## src/rtl/mem_controller_pkg.sv

```systemverilog
// Shared definitions for the unified RAM port controller: state encoding,
// access-size encodings and the address-geometry defaults used by the ICache.
package mem_controller_pkg;

   localparam int DEF_ADDR_WIDTH  = 17;
   localparam int DEF_BLOCK_WIDTH = 4;

   typedef enum logic [1:0] {
      IDLE   = 2'b00,
      IFETCH = 2'b01,
      DREAD  = 2'b10,
      DWRITE = 2'b11
   } ctrlState_t;

   localparam logic [1:0] SIZE_BYTE    = 2'b00;
   localparam logic [1:0] SIZE_HALF    = 2'b01;
   localparam logic [1:0] SIZE_WORD    = 2'b10;
   localparam logic [1:0] SIZE_ILLEGAL = 2'b11;

   // The illegal encoding falls through to a full word.
   function automatic logic [2:0] sizeToBytes(input logic [1:0] size);
      logic [2:0] count;
      case (size)
         SIZE_BYTE: count = 3'd1;
         SIZE_HALF: count = 3'd2;
         SIZE_WORD: count = 3'd4;
         default:   count = 3'd4;
      endcase
      return count;
   endfunction

endpackage

```

## src/rtl/mem_controller_byte_assembler.sv

```systemverilog
// Collects RAM read bytes into lanes; the merged view already contains the
// byte being captured this cycle so a completion register can load it directly.
module byte_assembler #(
   parameter int LANES  = 16,
   parameter int LANE_W = 4
)(
   input  logic                 clkIn,
   input  logic                 resetIn,
   input  logic                 clear,
   input  logic                 capture,
   input  logic [LANE_W-1:0]    lane,
   input  logic [7:0]           byteIn,
   output logic [LANES*8-1:0]   merged
);

   logic [LANES*8-1:0] laneR;

   // Overlay the incoming byte onto its lane.
   always_comb begin
      merged = laneR;
      if (capture) begin
         merged[{lane, 3'b000} +: 8] = byteIn;
      end else begin
         merged = laneR;
      end
   end

   // Lane storage; cleared at each acceptance so unread lanes read as zero.
   always_ff @(posedge clkIn) begin
      if (resetIn) begin
         laneR <= '0;
      end else if (clear) begin
         laneR <= '0;
      end else begin
         laneR <= merged;
      end
   end

endmodule

```

## src/rtl/mem_controller_checker.sv

```systemverilog
// Simulation-only properties on the controller's request and completion ports.
module mem_controller_checker
   import mem_controller_pkg::*;
(
   input logic       clkIn,
   input logic       resetIn,
   input logic       dataReq,
   input logic [1:0] dataSize,
   input logic       dataDone,
   input logic       icacheValid
);

   assert property (@(posedge clkIn) disable iff (resetIn)
      dataReq |-> (dataSize != SIZE_ILLEGAL));

   assert property (@(posedge clkIn) disable iff (resetIn)
      dataDone |=> !dataDone);

   assert property (@(posedge clkIn) disable iff (resetIn)
      icacheValid |=> !icacheValid);

   assert property (@(posedge clkIn) disable iff (resetIn)
      !(dataDone && icacheValid));

endmodule

```

## src/rtl/mem_controller.sv

```systemverilog
// Owner of the byte-wide RAM port: serves ICache block refills and LSU
// byte/half/word accesses, LSU first, with one-cycle completion pulses.
module mem_controller
   import mem_controller_pkg::*;
#(
   parameter int ADDR_WIDTH  = DEF_ADDR_WIDTH,
   parameter int BLOCK_WIDTH = DEF_BLOCK_WIDTH,
   parameter int BLOCK_SIZE  = 2**BLOCK_WIDTH
)(
   input  logic                          clkIn,
   input  logic                          resetIn,
   input  logic                          icacheReq,
   input  logic [ADDR_WIDTH-BLOCK_WIDTH-1:0] icacheAddr,
   output logic                          icacheValid,
   output logic [ADDR_WIDTH-BLOCK_WIDTH-1:0] icacheBlockAddr,
   output logic [BLOCK_SIZE*8-1:0]       icacheData,
   input  logic                          dataReq,
   input  logic                          dataWrite,
   input  logic [ADDR_WIDTH-1:0]         dataAddr,
   input  logic [1:0]                    dataSize,
   input  logic [31:0]                   dataIn,
   output logic                          dataDone,
   output logic [31:0]                   dataOut,
   input  logic [7:0]                    memIn,
   output logic [7:0]                    memOut,
   output logic [ADDR_WIDTH-1:0]         memAddr,
   output logic                          memWrite
);

   localparam int CNT_W = BLOCK_WIDTH + 1;
   localparam int TAG_W = ADDR_WIDTH - BLOCK_WIDTH;

   ctrlState_t             stateR, stateS;
   logic [CNT_W-1:0]       cntR, cntS, cntIncS;
   logic [TAG_W-1:0]       blkR, blkS;
   logic [ADDR_WIDTH-1:0]  baseR, baseS;
   logic [2:0]             bytesR, bytesS;
   logic [31:0]            wdataR, wdataS;

   logic [ADDR_WIDTH-1:0]  memAddrS;
   logic [7:0]             memOutS;
   logic                   memWriteS, icacheValidS, dataDoneS;
   logic [31:0]            dataOutS;
   logic [BLOCK_SIZE*8-1:0] icacheDataS;
   logic [TAG_W-1:0]       icacheBlockAddrS;

   logic                   clearS, captureS, dataAccS, icAccS;
   logic [BLOCK_WIDTH-1:0] laneS;
   logic [BLOCK_SIZE*8-1:0] mergedS;

   // RAM data lags its address by one cycle, so the capture lane trails the counter.
   assign laneS   = cntR[BLOCK_WIDTH-1:0] - BLOCK_WIDTH'(1);
   assign cntIncS = cntR + CNT_W'(1);
   // A requester still holding its request during its own completion cycle is ignored.
   assign dataAccS = dataReq && !dataDone;
   assign icAccS   = icacheReq && !icacheValid;

   byte_assembler #(
      .LANES  (BLOCK_SIZE),
      .LANE_W (BLOCK_WIDTH)
   ) assembler (
      .clkIn   (clkIn),
      .resetIn (resetIn),
      .clear   (clearS),
      .capture (captureS),
      .lane    (laneS),
      .byteIn  (memIn),
      .merged  (mergedS)
   );

   mem_controller_checker checker0 (
      .clkIn       (clkIn),
      .resetIn     (resetIn),
      .dataReq     (dataReq),
      .dataSize    (dataSize),
      .dataDone    (dataDone),
      .icacheValid (icacheValid)
   );

   // Next-state and next-output computation for every registered output.
   always_comb begin
      stateS           = stateR;
      cntS             = cntR;
      blkS             = blkR;
      baseS            = baseR;
      bytesS           = bytesR;
      wdataS           = wdataR;
      memAddrS         = memAddr;
      memOutS          = memOut;
      memWriteS        = 1'b0;
      icacheValidS     = 1'b0;
      dataDoneS        = 1'b0;
      dataOutS         = dataOut;
      icacheDataS      = icacheData;
      icacheBlockAddrS = icacheBlockAddr;
      clearS           = 1'b0;
      captureS         = 1'b0;

      case (stateR)
         IDLE: begin
            if (dataAccS) begin
               baseS    = dataAddr;
               bytesS   = sizeToBytes(dataSize);
               wdataS   = dataIn;
               cntS     = '0;
               memAddrS = dataAddr;
               clearS   = 1'b1;
               if (dataWrite) begin
                  stateS    = DWRITE;
                  memWriteS = 1'b1;
                  memOutS   = dataIn[7:0];
               end else begin
                  stateS = DREAD;
               end
            end else if (icAccS) begin
               blkS     = icacheAddr;
               cntS     = '0;
               memAddrS = {icacheAddr, {BLOCK_WIDTH{1'b0}}};
               clearS   = 1'b1;
               stateS   = IFETCH;
            end else begin
               stateS = IDLE;
            end
         end

         IFETCH: begin
            cntS     = cntIncS;
            captureS = (cntR != '0);
            if (cntR < CNT_W'(BLOCK_SIZE - 1)) begin
               memAddrS = {blkR, cntIncS[BLOCK_WIDTH-1:0]};
            end else begin
               memAddrS = memAddr;
            end
            if (cntR == CNT_W'(BLOCK_SIZE)) begin
               stateS           = IDLE;
               cntS             = '0;
               icacheValidS     = 1'b1;
               icacheDataS      = mergedS;
               icacheBlockAddrS = blkR;
            end else begin
               stateS = IFETCH;
            end
         end

         DREAD: begin
            cntS     = cntIncS;
            captureS = (cntR != '0);
            if (cntIncS < CNT_W'(bytesR)) begin
               memAddrS = baseR + ADDR_WIDTH'(cntIncS);
            end else begin
               memAddrS = memAddr;
            end
            if (cntR == CNT_W'(bytesR)) begin
               stateS    = IDLE;
               cntS      = '0;
               dataDoneS = 1'b1;
               dataOutS  = mergedS[31:0];
            end else begin
               stateS = DREAD;
            end
         end

         DWRITE: begin
            cntS = cntIncS;
            if (cntIncS < CNT_W'(bytesR)) begin
               memWriteS = 1'b1;
               memAddrS  = baseR + ADDR_WIDTH'(cntIncS);
               memOutS   = wdataR[{cntIncS[1:0], 3'b000} +: 8];
            end else begin
               stateS    = IDLE;
               cntS      = '0;
               dataDoneS = 1'b1;
            end
         end

         default: begin
            stateS = IDLE;
            cntS   = '0;
         end
      endcase
   end

   // State, request latches and all outputs.
   always_ff @(posedge clkIn) begin
      if (resetIn) begin
         stateR          <= IDLE;
         cntR            <= '0;
         blkR            <= '0;
         baseR           <= '0;
         bytesR          <= 3'd0;
         wdataR          <= 32'd0;
         memAddr         <= '0;
         memOut          <= 8'd0;
         memWrite        <= 1'b0;
         icacheValid     <= 1'b0;
         dataDone        <= 1'b0;
         dataOut         <= 32'd0;
         icacheData      <= '0;
         icacheBlockAddr <= '0;
      end else begin
         stateR          <= stateS;
         cntR            <= cntS;
         blkR            <= blkS;
         baseR           <= baseS;
         bytesR          <= bytesS;
         wdataR          <= wdataS;
         memAddr         <= memAddrS;
         memOut          <= memOutS;
         memWrite        <= memWriteS;
         icacheValid     <= icacheValidS;
         dataDone        <= dataDoneS;
         dataOut         <= dataOutS;
         icacheData      <= icacheDataS;
         icacheBlockAddr <= icacheBlockAddrS;
      end
   end

endmodule

```

## config.mk

```make
export PLATFORM = sky130hd
export DESIGN_NAME = mem_controller
export DESIGN_NICKNAME = d
export VERILOG_FILES = /design/src/rtl/mem_controller_pkg.sv /design/src/rtl/mem_controller_byte_assembler.sv /design/src/rtl/mem_controller_checker.sv /design/src/rtl/mem_controller.sv
export SDC_FILE = /design/constraint.sdc
export NUM_CORES = 1
export LEC_CHECK = 0
export ABC_AREA = 0
export ABC_CLOCK_PERIOD_IN_PS = 7800
export CAP_MARGIN = 20
export CELL_PAD_IN_SITES_DETAIL_PLACEMENT = 0
export CELL_PAD_IN_SITES_GLOBAL_PLACEMENT = 2
export CORE_UTILIZATION = 34
export DETAILED_ROUTE_END_ITERATION = 8
export PLACE_DENSITY = 0.89
export SYNTH_ARGS = -nofsm -noshare
export SYNTH_HDL_FRONTEND = slang
export SYNTH_SLANG_ARGS = --single-unit
```

## constraint.sdc

```tcl
create_clock -name clkIn -period 7.8 [get_ports clkIn]
set_input_delay 1.17 -clock clkIn [delete_from_list [all_inputs] [get_ports clkIn]]
set_output_delay 1.17 -clock clkIn [all_outputs]
set_load 0.01 [all_outputs]
```

==> reports/qor.yml <==
floorplan:
  die_w_um: 216
  die-height_um: 216
  io_pins: 278
  initial_core_util: 0.344
  core_area_um2: 45400
  die-area_um2: 46800
  rows: 78
pwr:
  ir_drop_mv: 0.158
  powerDensity_nw_per_um2: 234
  p_leak_nw: 7.22
synthesis:
  synthDistinctLibCells: 58
  synth_warnings: 0
  netlist.area_leader.share: 0.514
  synth_ff_type: "dfxtp_1"
  yosysTopAreaCell: "dfxtp_1"
  synth_seq_cells: 401
  synth.area.top_cells: "dfxtp_1 51%, a211oi_1 8.0%, nor2_1 7.8%, mux2i_1 5.8%, nand2_1 4.7%"
  synth_edf_count: 0
  async_flop_share: 0
  yosysSeqAreaShare: 0.514
  synth_nets: 1812
  syn_area_per_cell_um2: 9.12
  synth.cell_area_um2: 15600
  syn_inst: 1715
sta:
  fin_crit_sh: 0.516
  fmax_mhz: 249
  finalCriticalPeriod_ns: 4.02
  max_slew_margin: 0.105
  setup_ws_ns: 3.78
  rsz0062_at_grt: "no"
  hold_slack_ns: 0.454
  maxSlewViolCount: 0
  hold_viol: 0
  finalSetupViolations: 0
  fin_tns_setup_ns: 0
  worst_slew_pin_slew_ns: 1.34
  finClkSkew_ns: 0.0270
worst_setup_path:
  crit_path_start: "cntR[0]"
  crit_chain: "inv_1 > ha_1 > xor2_1 > xnor2_1 > and3_1 > and2_1 > mux2i_1 > a211oi_1"
  worstPathRequired_ns: 8.21
  critPathMaxFanout: 16
  critPathSlowestCell: "xnor2_1"
  reg2reg_from: "cntR[0]"
  crit_path_max_incr_delay_ns: 0.92
  cp-start-kind: "register"
  criticalPathCategory: "register to register"
  arrival_ns: 4.44
  end_kind: "register"
drt:
  wl_per_cell_um: 18.7
  firstDrtPassIters: 8
  ant_nets: 0
  drc: 0
  drtIter0Drc: 888
  post_drt_via_cell_ratio: 5.15
  vias: 13100
  wirelength_um: 47700
finish:
  multi_input_area_um2: 6950
  drive_gt1_frac: 0.0590
  fillers: 4411
  area_delta_synth_final_pct: 29.5
  register_area_um2: 8030
  final_nets: 2016
  num_antenna_cells: 0
placed_design:
  post-place-ws_ns: 3.83
  dp_hpwl_um: 31900
  gp_congestion: 0.855
  port-buffer-count: 277
worst_hold_path:
  hold_path_class: "register to register"
  hold_start: "wdataR[12]"
run_status:
  status: "complete, no violations"
cts:
  cts_buffers: 44
  clk_pin_slew_ns: 0.06
  htreeDepth: 2
  hold_buffers: 0
  cts.path.max_buffers: 3
  ctsRootBufferMaster: "clkbuf_16"
  clock_latency_ns: 0.59
  clock_sinks: 401
  post_cts_buffers: 0
  cts_resized: 0
  tritoncts: "done"
grt:
  antenna_found_initial: 4
  grt-ovfl-total: 0
  grt_pass1_vias: 12600
  grt_pass1_wl_um: 73500
  grt_use_total: 0.202
  grt_max_degree: 262
flow_run:
  maxCapViolCount: 0
[flip-flops by register name, indices dropped and copies added, names as in the netlist]
register         flops
bytesR               3
dataDone             1
icacheData         128
icacheValid          1
memAddr             17
baseR               17
icacheBlockAddr     13
dataOut             32
stateR               2
blkR                13
memOut               8
assembler.laneR    128
memWrite             1
wdataR              32
cntR                 5
[worst paths after layout]
path,end,slack [ns],cells after the start
max,icacheData[83],3.78,8
min,wdataR[12],0.45,2
max reg2reg,icacheData[83],3.78,8
min reg2reg,wdataR[12],0.45,2
[layout by cell type, fill, tap and decap left out, types with 3 or more instances in the layout]
master / n
a211oi_1: 166
a21boi_0: 3
a21oi_1: 107
a222oi_1: 14
a22oi_1: 36
a22oi_2: 3
a311oi_1: 15
a31oi_1: 8
and2_1: 13
and3_1: 33
and4_1: 5
buf_4: 17
bufinv_16: 3
clkbuf_1: 9
clkbuf_16: 44
clkbuf_8: 11
clkdlybuf4s50_1: 276
clkinv_2: 7
dfxtp_1: 401
ha_1: 19
inv_1: 18
mux2i_1: 90
mux4_2: 8
nand2_1: 194
nand2b_1: 4
nand3_1: 13
nand3_2: 3
nand4_1: 4
nor2_1: 326
nor2b_1: 13
nor3_1: 10
nor3b_1: 3
o21a_1: 3
o21ai_0: 9
xnor2_1: 12
xor2_1: 10
[where the power goes]
part	internal, mW	switching (mW)
registers	2.11	0.0445
logic	0.194	0.271
clock network	1.24	0.871
[logic make-up (layout without fill, tap and decap cells)]
logic type	Yosys count	in the layout	share of synthesized area
compound gates	379	379	0.169
xor+xnor	23	23	0.0141
fa+ha+maj	20	20	0.0165
buf+inv	157	392	0.0428
flops	401	401	0.514
mux	99	99	0.0699
simple gates	636	636	0.174
[metrics by stage]
stage / instances / instance area, µm² / utilization / total power, mW
after floorplan: 1715 / 15600 / - / 2.46
after global placement: 2469 / 18700 / 0.412 / 2.66
after detailed placement: 2469 / 18700 / 0.412 / 2.66
after CTS: 2546 / 20200 / 0.445 / 4.79
after global routing: 2550 / 20200 / 0.446 / 4.93
final: 2550 / 20200 / 0.446 / 4.74
[worst max-delay path: cells and delay by family (launching register included)]
kind,cells,cell delay (ns)
AND/OR/NAND/NOR,2,1.14
XOR/XNOR,2,1.10
adder cells (fa/ha/maj),1,0.49
buffers and inverters,1,0.39
multiplexers,1,0.32
flip-flops,1,0.30
AO/OA/AOI/OAI,1,0.11
[synthesized netlist by cell type, types with 10 or more instances]
cell type  number
a211oi_1      166
a21oi_1       107
a222oi_1       14
a22oi_1        36
a311oi_1       15
and2_1         15
and3_1         33
buf_1          14
buf_2          31
clkbuf_1       87
dfxtp_1       401
ha_1           19
inv_1          18
mux2i_1        90
nand2_1       195
nand3_1        13
nor2_1        326
nor2b_1        13
nor3_1         10
xnor2_1        12
xor2_1         10
[layer usage]
metal | GRT usage | vias to the layer above | share of wire
li1 | - | 6425 | -
met5 | 0 | - | 0.00027
met1 | 0.276 | 6252 | 0.46
met4 | 0.0613 | 2 | 0.021
met2 | 0.316 | 369 | 0.45
met3 | 0.0446 | 75 | 0.069
[final cells by class]
cell class              count  share of cell area
clock inverters            14              0.0100
multi-input cells        1157               0.344
inverters                  18             0.00334
flip-flops and latches    401               0.397
repair buffers            297               0.147
clock buffers              63              0.0629
well taps                 600              0.0371
Note: power is estimated with default switching activity, not from simulation.
